## src/rtl/my_stream_fifo.sv

```systemverilog
// Purpose : valid/ready streaming FIFO, DEPTH x DATA_WIDTH register array, in-order delivery.
// Latency : 1 cycle write-to-read; out_data is a combinational read of the head entry.
// Backpressure: in_ready = !full (a pop cannot make room for a push in the same cycle);
//               out_valid = !empty. Status flags decode only from the registered count.
//
// Ports:
//   clk, rst                  clock, synchronous active-high reset
//   in_valid/in_ready/in_data upstream channel
//   out_valid/out_ready/out_data downstream channel (head word)
//   count, full, empty, almost_full  occupancy status (registered-derived)
//   max_count                 peak occupancy since reset; only with MY_STREAM_FIFO_STATS_EN
//
// Optional feature macro: MY_STREAM_FIFO_STATS_EN
module my_stream_fifo #(
    parameter int DATA_WIDTH = 8,
    parameter int DEPTH      = 16,
    parameter int AFULL_TH   = 12
) (
    input  logic                    clk,
    input  logic                    rst,
    input  logic                    in_valid,
    output logic                    in_ready,
    input  logic [DATA_WIDTH-1:0]   in_data,
    output logic                    out_valid,
    input  logic                    out_ready,
    output logic [DATA_WIDTH-1:0]   out_data,
    output logic [$clog2(DEPTH):0]  count,
    output logic                    full,
    output logic                    empty,
`ifdef MY_STREAM_FIFO_STATS_EN
    output logic                    almost_full,
    output logic [$clog2(DEPTH):0]  max_count
`else
    output logic                    almost_full
`endif
);

    localparam int AW = $clog2(DEPTH);
    localparam int CW = AW + 1;
    localparam logic [CW-1:0] DEPTH_C = CW'(DEPTH);
    localparam logic [CW-1:0] AFULL_C = CW'(AFULL_TH);

    logic [DATA_WIDTH-1:0] mem_q [DEPTH];
    logic [AW-1:0]         wr_ptr_q, wr_ptr_d;
    logic [AW-1:0]         rd_ptr_q, rd_ptr_d;
    logic [CW-1:0]         count_q,  count_d;
    logic                  push;
    logic                  pop;

    // Flags come only from the registered count, so no input reaches an output combinationally.
    assign full        = (count_q == DEPTH_C);
    assign empty       = (count_q == '0);
    assign almost_full = (count_q >= AFULL_C);
    assign count       = count_q;

    assign in_ready  = !full;
    assign out_valid = !empty;
    assign out_data  = mem_q[rd_ptr_q];

    // A handshake during the reset cycle must leave no trace, including in memory.
    assign push = in_valid  && in_ready  && !rst;
    assign pop  = out_valid && out_ready && !rst;

    always_comb begin
        wr_ptr_d = wr_ptr_q;
        rd_ptr_d = rd_ptr_q;
        count_d  = count_q;
        if (rst) begin
            wr_ptr_d = '0;
            rd_ptr_d = '0;
            count_d  = '0;
        end else begin
            // Pointers are exactly AW bits wide, so DEPTH-1 -> 0 wraps for free.
            if (push) wr_ptr_d = wr_ptr_q + 1'b1;
            if (pop)  rd_ptr_d = rd_ptr_q + 1'b1;
            // The handshake rules keep count within 0..DEPTH; no clamping needed.
            case ({push, pop})
                2'b10:   count_d = count_q + 1'b1;
                2'b01:   count_d = count_q - 1'b1;
                default: count_d = count_q;
            endcase
        end
    end

    always_ff @(posedge clk) begin
        wr_ptr_q <= wr_ptr_d;
        rd_ptr_q <= rd_ptr_d;
        count_q  <= count_d;
    end

    // Storage is intentionally not reset; stale entries are unobservable behind out_valid.
    always_ff @(posedge clk) begin
        if (push) mem_q[wr_ptr_q] <= in_data;
    end

`ifdef MY_STREAM_FIFO_STATS_EN
    logic [CW-1:0] max_count_q, max_count_d;

    // Tracks against the next count so the peak is visible right after the edge that reaches it.
    always_comb begin
        max_count_d = max_count_q;
        if (rst)                       max_count_d = '0;
        else if (count_d > max_count_q) max_count_d = count_d;
    end

    always_ff @(posedge clk) begin
        max_count_q <= max_count_d;
    end

    assign max_count = max_count_q;
`endif

endmodule

```

## config.mk

```make
export PLATFORM = sky130hd
export DESIGN_NAME = my_stream_fifo
export DESIGN_NICKNAME = d
export VERILOG_FILES = /design/src/rtl/my_stream_fifo.sv
export SDC_FILE = /design/constraint.sdc
export NUM_CORES = 1
export LEC_CHECK = 0
export BUFFER_PORTS_ARGS = -buffer_cell sky130_fd_sc_hd__buf_2
export CORE_AREA = 3 3 114 116
export CTS_CLUSTER_DIAMETER = 30
export DETAILED_ROUTE_END_ITERATION = 8
export DIE_AREA = 0 0 117 119
export PLACE_DENSITY_LB_ADDON = 0.3
export RECOVER_POWER = 25
export SLEW_MARGIN = 20
export SYNTH_ARGS = -nofsm -noshare
export SYNTH_HDL_FRONTEND = slang
export SYNTH_SLANG_ARGS = --single-unit
```

## constraint.sdc

```tcl
create_clock -name clk -period 3.1 [get_ports clk]
set_input_delay 0.465 -clock clk [delete_from_list [all_inputs] [get_ports clk]]
set_output_delay 0.465 -clock clk [all_outputs]
set_load 0.05 [all_outputs]
```

==> impl_metrics.py, run 1 <==
metrics = {
    "detailed_routing": {
        "drt_first_pass_iters": 5,
        "routed_wl_um": 11600,
        "via_per_inst": 5.81,
        "vias": 3069,
        "drc": 0,
        "wl_per_cell_um": 21.9,
        "drtIter0Drc": 306,
        "antenna_left": 0,
    },
    "timing": {
        "slew_violations": 0,
        "fin_tns_setup_ns": 0,
        "max_freq_ghz": 0.332,
        "setup_viol": 0,
        "tightest_slew_ns": 0.668,
        "rsz0062_at_grt": "false",
        "hold_viol": 0,
        "skew_ns": 0.00986,
        "post-route-min-period_ns": 3.02,
        "slew_headroom": 0.554,
        "period_share": 0.973,
    },
    "global_routing": {
        "grt_antenna_before_repair": 0,
        "grt_pass1_vias": 3242,
        "grt_pass1_wl_um": 18400,
        "grt_use_total": 0.184,
        "grt_max_degree": 33,
        "grt_overflow": 0,
    },
    "synth": {
        "synthesis.area_um2": 5960,
        "synth_area_leaders": "edfxtp_1 64%, mux4_2 8.3%, mux4_1 7.9%",
        "netlist.area_leader.share": 0.644,
        "synth_most_common_cell": "edfxtp_1",
        "synth_cell_types": 42,
        "synthCells": 314,
        "yosys-top-cells-count": "128 x edfxtp_1, 27 x nor2_1, 22 x mux4_2",
        "synth-edff-count": 128,
        "syn_area_per_cell_um2": 19.0,
        "synth-seq-cells": 145,
        "async_flop_share": 0,
        "synthFlopType": "edfxtp_1",
        "syn_nets": 334,
        "yosys_warnings": 0,
        "yosysTopAreaCell": "edfxtp_1",
        "yosysSeqAreaShare": 0.701,
    },
    "critical_path": {
        "cp.required_ns": 2.63,
        "cp_num_buf_inv": 2,
        "endpoint_kind": "primary output",
        "critPathMaxStageDelay_ns": 0.65,
        "worst_r2r_path_depth": 11,
        "r2r_slack_ns": 0.18,
        "crit_path_max_fanout": 23,
        "r2r_end": "count[4]",
        "cp.arrival_ns": 2.55,
        "crit-reg2reg-launch": "count[1]",
        "path_delay_family": "multiplexers",
        "path_cells": "buf_12 > mux4_1 > mux4_2 > buf_2",
        "crit_type": "reg2out",
        "cp_slowest_cell": "mux4_1",
        "startpoint_type": "flip-flop",
    },
    "hold_path": {
        "whs_path_depth": 2,
        "hp-class": "in2reg",
        "hold_start": "rst",
        "hold-path-endpoint": "wr_ptr_q[3]",
    },
    "layout": {
        "fin_util": 0.584,
        "area_growth_pct": 17.6,
        "drive_gt1_frac": 0.278,
        "fin_nets": 388,
        "nFillCells": 879,
        "antenna_cells": 0,
    },
    "pwr": {
        "p_int_mw": 3.74,
        "power_frac_clock": 0.453,
        "power_mw": 4.81,
        "peakVddDrop_mv": 0.415,
        "powerDensity_nw_per_um2": 686,
        "seqPwrFrac": 0.453,
        "combPwrFrac": 0.094,
        "p_sw_frac": 0.222,
        "p_sw_mw": 1.07,
        "leakagePower_nw": 2.37,
    },
    "floorplanning": {
        "fp.coreArea_um2": 12000,
        "start_util": 0.497,
        "fp.dieH_um": 119,
        "rows": 40,
        "die_area_um2": 13900,
        "die_x_um": 117,
        "ioPinCount": 30,
    },
    "place": {
        "port_buffers": 29,
        "hpwl_um": 7370,
        "routabilityCongestion": 0.891,
    },
    "cts": {
        "cts_buffers": 17,
        "ctsResizeCount": 0,
        "clkSinkCount": 145,
        "cts_htree_levels": 4,
        "cts_root_buf": "clkbuf_16",
        "clock_path_buffers": 2,
        "ctsHoldBuffers": 0,
        "cts_tree": "yes",
        "clk_pin_slew_ns": 0.06,
        "post_cts_buffers": 0,
        "clock_latency_ns": 0.42,
    },
    "flow_run": {
        "drv_cap": 0,
    },
    "run_status": {
        "run_status": "finished clean",
    },
}
flip-flops by register name, indices dropped and copies added (netlist names), named ones only:
| register | flops |
|---|---|
| mem_q | 128 |
| count | 5 |
| rd_ptr_q | 4 |
| wr_ptr_q | 4 |
routing by layer:
metal / vias to the layer above / track usage / share of wire
met1: 1559 / 0.243 / 0.42
met5: - / 0 / 0
met4: 0 / 0.0760 / 0.012
li1: 1387 / - / -
met2: 113 / 0.284 / 0.51
met3: 10 / 0.0559 / 0.065
worst register-to-register path, stage by stage (launching register included):
cell and delay, ns:
dfxtp_2 0.37, or4_1 0.59, o21ai_2 0.16, inv_1 0.06
ha_1 0.19, buf_4 0.17, xor2_1 0.16, ha_1 0.21
inv_1 0.06, a2111oi_0 0.44, a211oi_1 0.11, mux2_2 0.29
placed cells by master, fill, tap and decap left out, types with 2 or more instances in the layout:
cell	netlist	routed
clkinvlp_4	0	4
or4_1	2	2
clkbuf_16	0	17
nor3_1	6	6
nand3_1	3	3
a21oi_1	2	2
o211ai_1	3	3
o31ai_1	2	2
dfxtp_2	0	3
ha_1	8	8
xnor2_1	3	3
xor2_1	5	5
nand2b_1	4	4
edfxtp_1	128	128
buf_2	2	22
dfxtp_1	17	14
a211oi_1	3	3
nand2_1	9	9
mux4_2	22	22
clkbuf_1	6	7
o21ai_0	3	3
nor2_1	27	27
nor3b_1	3	3
buf_4	0	23
clkinv_2	0	3
mux4_1	18	18
inv_1	11	11
clkinv_4	0	2
bufinv_16	0	5
how the worst max path moves through the flow:
| stage | cells after the start | slack, ns | endpoint | start |
|---|---|---|---|---|
| finish | 4 | 0.08 | out_data[4] | flip-flop |
| global route | 11 | 0.02 | count[4] | count[1] |
| CTS | 4 | 0.06 | out_data[4] | flip-flop |
| detailed placement | 9 | 0.22 | count[4] | count[1] |
| global placement | 9 | 0.30 | count[4] | count[1] |
| floorplan | 9 | 0.05 | count[4] | count[0] |
metrics by stage:
stage	instances	area (um2)	setup WS [ns]	hold slack, ns
2_1_floorplan	314	5970	0.0492	0.481
3_3_place_gp	496	6380	0.300	0.497
3_5_place_dp	496	6380	0.225	0.513
4_1_cts	528	7020	0.0597	0.255
5_1_grt	528	7010	0.0232	0.270
6_report	528	7010	0.0844	0.280
final cells by class:
class / instances / area [um2] / share of cell area
Clock buffer: 17 / 425 / 0.0607
Timing Repair Buffer: 53 / 329 / 0.0469
Tap cell: 147 / 184 / 0.0262
Clock inverter: 15 / 216 / 0.0309
Sequential cell: 145 / 4190 / 0.597
Inverter: 11 / 41.3 / 0.00589
Multi-Input combinational cell: 140 / 1630 / 0.232
power by group through the flow:
stage	logic [mW]	clock network (mW)	registers [mW]
2_1_floorplan	0.323	0	2.23
3_3_place_gp	0.452	0	2.22
3_5_place_dp	0.459	0	2.22
4_1_cts	0.460	2.22	2.18
5_1_grt	0.487	2.30	2.18
6_report	0.454	2.18	2.18
kinds of logic (layout without fill, tap and decap cells):
| kind of cell | Yosys count | count (layout) | share of synthesized area |
|---|---|---|---|
| fa+ha+maj | 8 | 8 | 0.0168 |
| flops | 145 | 145 | 0.701 |
| mux | 42 | 42 | 0.166 |
| simple gates | 61 | 61 | 0.0527 |
| buf+inv | 29 | 96 | 0.0256 |
| xor+xnor | 8 | 8 | 0.0117 |
| compound gates | 21 | 21 | 0.0258 |
(Power assumes the default switching activity.)
==> run 2, diff against run 1 <==
--- a/config.mk
+++ b/config.mk
@@ -5,11 +5,11 @@
 export SDC_FILE = /design/constraint.sdc
 export NUM_CORES = 1
 export LEC_CHECK = 0
-export BUFFER_PORTS_ARGS = -buffer_cell sky130_fd_sc_hd__buf_2
-export CORE_AREA = 3 3 114 116
+export CORE_AREA = 3 3 94 140
 export CTS_CLUSTER_DIAMETER = 30
 export DETAILED_ROUTE_END_ITERATION = 8
-export DIE_AREA = 0 0 117 119
+export DIE_AREA = 0 0 97 143
+export DONT_BUFFER_PORTS = 1
 export PLACE_DENSITY_LB_ADDON = 0.3
 export RECOVER_POWER = 25
 export SLEW_MARGIN = 20
==> constraint.sdc (replaced) <==
create_clock -name clk -period 3.8 [get_ports clk]
set_input_delay 0.57 -clock clk [delete_from_list [all_inputs] [get_ports clk]]
set_output_delay 0.57 -clock clk [all_outputs]
set_load 0.05 [all_outputs]
==> run 2 against run 1 <==
  * Sequential share of layout area up 1.7 points
  * Sequential power down 19%
  * Die area down 0.37%
  * Combinational power down 30%
  * Global-route usage down 0.77 points
  * Sequential cell count unchanged
  * Design area down 2.9%
  * Routed wire length down 1.3%
  * Via count down 5.7%
  * Cell count down 5.5%
  * Critical endpoint is now count[4]
  * Largest power group unchanged
  * Highest routed layer unchanged
==> impl_metrics.py, run 2 (same netlist as run 1, synthesis figures left out) <==
metrics = {
    "flow_run": {
        "drv_cap": 0,
    },
    "global_routing": {
        "grt_pass1_vias": 2886,
        "grt_max_degree": 33,
        "grt_pass1_wl_um": 17500,
        "grt_antenna_before_repair": 0,
        "grt_use_total": 0.176,
        "grt_overflow": 0,
    },
    "pwr": {
        "power_frac_clock": 0.454,
        "p_sw_frac": 0.212,
        "peakVddDrop_mv": 0.395,
        "powerDensity_nw_per_um2": 563,
        "p_int_mw": 3.02,
        "leakagePower_nw": 2.23,
        "p_sw_mw": 0.815,
        "power_mw": 3.84,
        "combPwrFrac": 0.083,
        "seqPwrFrac": 0.463,
    },
    "detailed_routing": {
        "drtIter0Drc": 143,
        "wl_per_cell_um": 22.9,
        "m1WireLength_um": 4490,
        "drt_first_pass_iters": 4,
        "via_per_inst": 5.80,
        "routed_wl_um": 11400,
        "vias": 2895,
        "drc": 0,
        "wl_met2_um": 6180,
        "top_layer": "met4",
        "wl_met3_um": 542,
        "antenna_left": 0,
    },
    "critical_path": {
        "crit_type": "reg2reg",
        "endpoint_kind": "flip-flop",
        "crit_path_max_fanout": 10,
        "cp.arrival_ns": 3.58,
        "cp.required_ns": 4.10,
        "startpoint_type": "flip-flop",
        "crit-reg2reg-launch": "count[3]",
        "r2r_slack_ns": 0.52,
        "critical_path.startpoint": "count[3]",
    },
    "place": {
        "port_buffers": 0,
        "routabilityCongestion": 0.742,
        "pre_cts_ws_ns": 0.516,
        "dpl.cell_count": 468,
        "hpwl_um": 7330,
    },
    "floorplanning": {
        "die_area_um2": 13900,
        "start_util": 0.494,
        "ioPinCount": 30,
        "die_x_um": 97,
        "fp.dieH_um": 143,
        "rows": 49,
        "fp.coreArea_um2": 12100,
    },
    "timing": {
        "skew_ns": 0.00801,
        "post-route-min-period_ns": 3.28,
        "slew_headroom": 0.297,
        "hold_viol": 0,
        "finalWorstSetupSlack_ns": 0.517,
        "max_freq_ghz": 0.305,
        "setup_viol": 0,
        "slew_violations": 0,
        "period_share": 0.864,
        "fin_tns_setup_ns": 0,
        "rsz0062_at_grt": "false",
        "tightest_slew_ns": 1.05,
    },
    "layout": {
        "layout_commonest_cell": "edfxtp_1",
        "area_growth_pct": 14.2,
        "largest_reg_flops": 128,
        "antenna_cells": 0,
        "drive_gt1_frac": 0.211,
        "regMostFlops": "mem_q",
        "fin_nets": 354,
        "nFillCells": 862,
        "final_cell_mix": "128 x edfxtp_1, 27 x nor2_1, 22 x mux4_2, 19 x buf_4, 18 x mux4_1",
        "instances_no_fill": 499,
    },
    "cts": {
        "clkSinkCount": 145,
        "cts_root_buf": "clkbuf_16",
        "cts_buffers": 17,
        "ctsResizeCount": 0,
        "post_cts_buffers": 0,
        "clk_pin_slew_ns": 0.06,
        "ctsHoldBuffers": 0,
        "clock_path_buffers": 2,
        "clock_latency_ns": 0.41,
        "cts_tree": "yes",
        "cts_htree_levels": 4,
    },
    "run_status": {
        "run_status": "finished clean",
    },
    "hold_path": {
        "hp-class": "in2reg",
        "hold_start": "rst",
    },
}
==> run 2: cell types whose count changed in the layout (fill, tap and decap cells not counted), sizes merged <==
cell and change:
buf -27, clkbuf -6, clkinvlp -3, clkinv +1
==> run 2: worst paths after layout <==
| kind | to | cells past startpoint |
|---|---|---|
| min | count[2] | 1 |
| max reg2reg | count[4] | 9 |
| min reg2reg | rd_ptr_q[3] | 2 |
| max | count[4] | 9 |
==> run 2: layout make-up <==
type	instances	area, um2	share of cell area
Sequential cell	145	4190	0.615
Multi-Input combinational cell	140	1630	0.239
Clock buffer	18	429	0.0630
Clock inverter	13	193	0.0283
Tap cell	153	191	0.0281
Timing Repair Buffer	19	143	0.0209
Inverter	11	41.3	0.00606
==> run 2: worst max-delay path, stage by stage (launching register included) <==
cell and delay (ns):
dfxtp_1 0.54, or4_1 0.56, o21ai_2 0.24, inv_1 0.07, ha_1 0.30, ha_1 0.37, and3_1 0.19, a221o_1 0.31
a211oi_1 0.22, mux2_2 0.36
==> run 2: per-layer routing <==
metal / up-vias / global-route usage
li1: 1316 / -
met2: 85 / 0.295
met3: 13 / 0.0513
met5: - / 0
met4: 0 / 0.0695
met1: 1481 / 0.218
==> run 2: stage by stage <==
step / cell area, um2 / hold slack [ns] / util
floorplan: 5960 / 0.481 / -
global placement: 6190 / 0.503 / 0.512
detailed placement: 6190 / 0.510 / 0.512
CTS: 6810 / 0.202 / 0.564
global route: 6810 / 0.201 / 0.564
finish: 6810 / 0.223 / 0.564
==> run 2: power by group through the flow <==
stage          registers, mW  clock network [mW]  logic, mW
2_1_floorplan           1.82                   0      0.264
3_5_place_dp            1.81                   0      0.322
4_1_cts                 1.77                1.77      0.323
3_3_place_gp            1.81                   0      0.318
6_report                1.77                1.74      0.319
5_1_grt                 1.78                1.85      0.339
==> run 3, diff against run 2 <==
==> constraint.sdc (replaced) <==
create_clock -name clk -period 4.09 [get_ports clk]
set_input_delay 0.6135 -clock clk [delete_from_list [all_inputs] [get_ports clk]]
set_output_delay 0.6135 -clock clk [all_outputs]
set_load 0.05 [all_outputs]
==> run 3 against run 2 <==
  * Count of clock-buffer cells in the layout shrank 1
  * Non-clock buffer count shrank 10
  * Power shrank 13%
  * Sequential cell count is the same
  * Routed wire length shrank 3.5%
  * Maximum frequency shrank 2.9%
  * Sequential power shrank 6%
  * Design area shrank 2.1%
  * Core utilization shrank 1.2 points
  * Sequential share of layout area grew 1.4 points
  * First-iteration DRC count grew 29%
  * Critical path type unchanged
  * Largest cell class unchanged
  * Largest power group unchanged
==> impl_metrics.py, run 3 (same netlist as run 1, synthesis figures left out) <==
metrics = {
    "floorplanning": {
        "die_area_um2": 13900,
        "die_x_um": 97,
        "fp.coreArea_um2": 12100,
        "start_util": 0.494,
        "rows": 49,
        "ioPinCount": 30,
        "fp.dieH_um": 143,
    },
    "pwr": {
        "leakagePower_nw": 2.14,
        "power_mw": 3.34,
        "peakVddDrop_mv": 0.269,
        "powerDensity_nw_per_um2": 501,
    },
    "layout": {
        "layout_commonest_cell": "edfxtp_1",
        "fin_util": 0.552,
        "antenna_cells": 0,
        "area_growth_pct": 11.7,
        "regMostFlops": "mem_q",
        "largest_reg_flops": 128,
        "fin_nets": 344,
        "drive_gt1_frac": 0.202,
        "final_cell_mix": "128 x edfxtp_1, 27 x nor2_1, 22 x mux4_2, 18 x mux4_1, 17 x clkbuf_16",
    },
    "timing": {
        "max_freq_ghz": 0.296,
        "post-route-min-period_ns": 3.38,
        "slew_violations": 0,
        "period_share": 0.827,
        "setup_viol": 0,
        "fin_tns_setup_ns": 0,
        "skew_ns": 0.00667,
        "hold_viol": 0,
        "slew_headroom": 0.293,
        "tightest_slew_ns": 1.06,
        "finalWorstSetupSlack_ns": 0.708,
        "rsz0062_at_grt": "false",
    },
    "cts": {
        "cts_root_buf": "clkbuf_16",
        "clock_latency_ns": 0.41,
        "clock_path_buffers": 2,
        "ctsHoldBuffers": 0,
        "cts_tree": "yes",
        "clk_pin_slew_ns": 0.06,
        "post_cts_buffers": 0,
        "clkSinkCount": 145,
        "cts_htree_levels": 4,
        "cts_buffers": 17,
        "ctsResizeCount": 0,
    },
    "detailed_routing": {
        "antenna_left": 0,
        "drc": 0,
        "vias": 2914,
        "routed_wl_um": 11000,
        "drtIter0Drc": 184,
        "drt_first_pass_iters": 6,
        "wl_per_cell_um": 22.5,
        "via_per_inst": 5.95,
    },
    "run_status": {
        "run_status": "finished clean",
    },
    "global_routing": {
        "grt_overflow": 0,
        "grt_pass1_wl_um": 16800,
        "grt_antenna_before_repair": 0,
        "grt_max_degree": 33,
        "grt_use_total": 0.170,
        "grt_pass1_vias": 2951,
    },
    "critical_path": {
        "cp.required_ns": 4.39,
        "crit_type": "reg2reg",
        "cp.arrival_ns": 3.68,
        "critical_path.startpoint": "count[1]",
        "crit_path_max_fanout": 10,
        "crit-reg2reg-launch": "count[1]",
        "endpoint_kind": "flip-flop",
        "startpoint_type": "flip-flop",
    },
    "hold_path": {
        "hp-class": "in2reg",
        "hold_start": "rst",
    },
    "place": {
        "hpwl_um": 7030,
        "port_buffers": 0,
        "pre_cts_ws_ns": 0.712,
        "routabilityCongestion": 0.804,
    },
    "flow_run": {
        "drv_cap": 0,
    },
}
-- run 3: changes by cell type in the layout (fill, tap and decap cells not counted), sizes merged --
| cell | before | now |
|---|---|---|
| buf | 19 | 9 |
| inv | 11 | 19 |
| bufinv | 5 | 0 |
| clkinv | 7 | 5 |
| clkbuf | 18 | 17 |
| clkinvlp | 1 | 2 |
-- run 3: final timing paths --
| check | endpoint | slack, ns | cells after the start |
|---|---|---|---|
| setup / recovery | count[4] | 0.71 | 9 |
| hold / removal | count[2] | 0.27 | 1 |
| setup reg to reg | count[4] | 0.71 | 9 |
| hold reg to reg | rd_ptr_q[3] | 0.52 | 2 |
-- run 3: per-stage QoR --
step	instances	hold slack, ns	cell area, um2
after floorplan	314	0.481	5960
after global placement	458	0.499	6110
after detailed placement	458	0.504	6110
after CTS	490	0.245	6660
after global routing	490	0.244	6660
final	490	0.266	6660
-- run 3: report_power, final --
| group | leakage (nW) | internal (mW) | switching, mW | total (mW) |
|---|---|---|---|---|
| logic | 0.585 | 0.104 | 0.170 | 0.274 |
| registers | 1.29 | 1.63 | 0.0344 | 1.66 |
| clock network | 0.266 | 0.792 | 0.612 | 1.40 |
-- run 3: per-layer routing --
layer | GRT usage | vias up | share of wire
met1 | 0.187 | 1474 | 0.38
li1 | - | 1297 | -
met2 | 0.297 | 114 | 0.53
met3 | 0.0616 | 29 | 0.056
met4 | 0.0717 | 0 | 0.029
met5 | 0 | - | 0
-- run 3: critical path, stage by stage, from the launching register on --
cell and delay (ns):
dfxtp_1 0.56, or4_1 0.67, o21ai_2 0.24, inv_1 0.07, ha_1 0.30, ha_1 0.36, and3_1 0.19, a221o_1 0.31
a211oi_1 0.20, mux2_2 0.36
-- run 3: area by class of cell --
class	instances	area, um2
multi-input combinational	140	1630
fill	884	5410
inverter	11	41.3
clock inverter	15	125
sequential	145	4190
tap	153	191
timing repair buffer	9	67.6
clock buffer	17	425
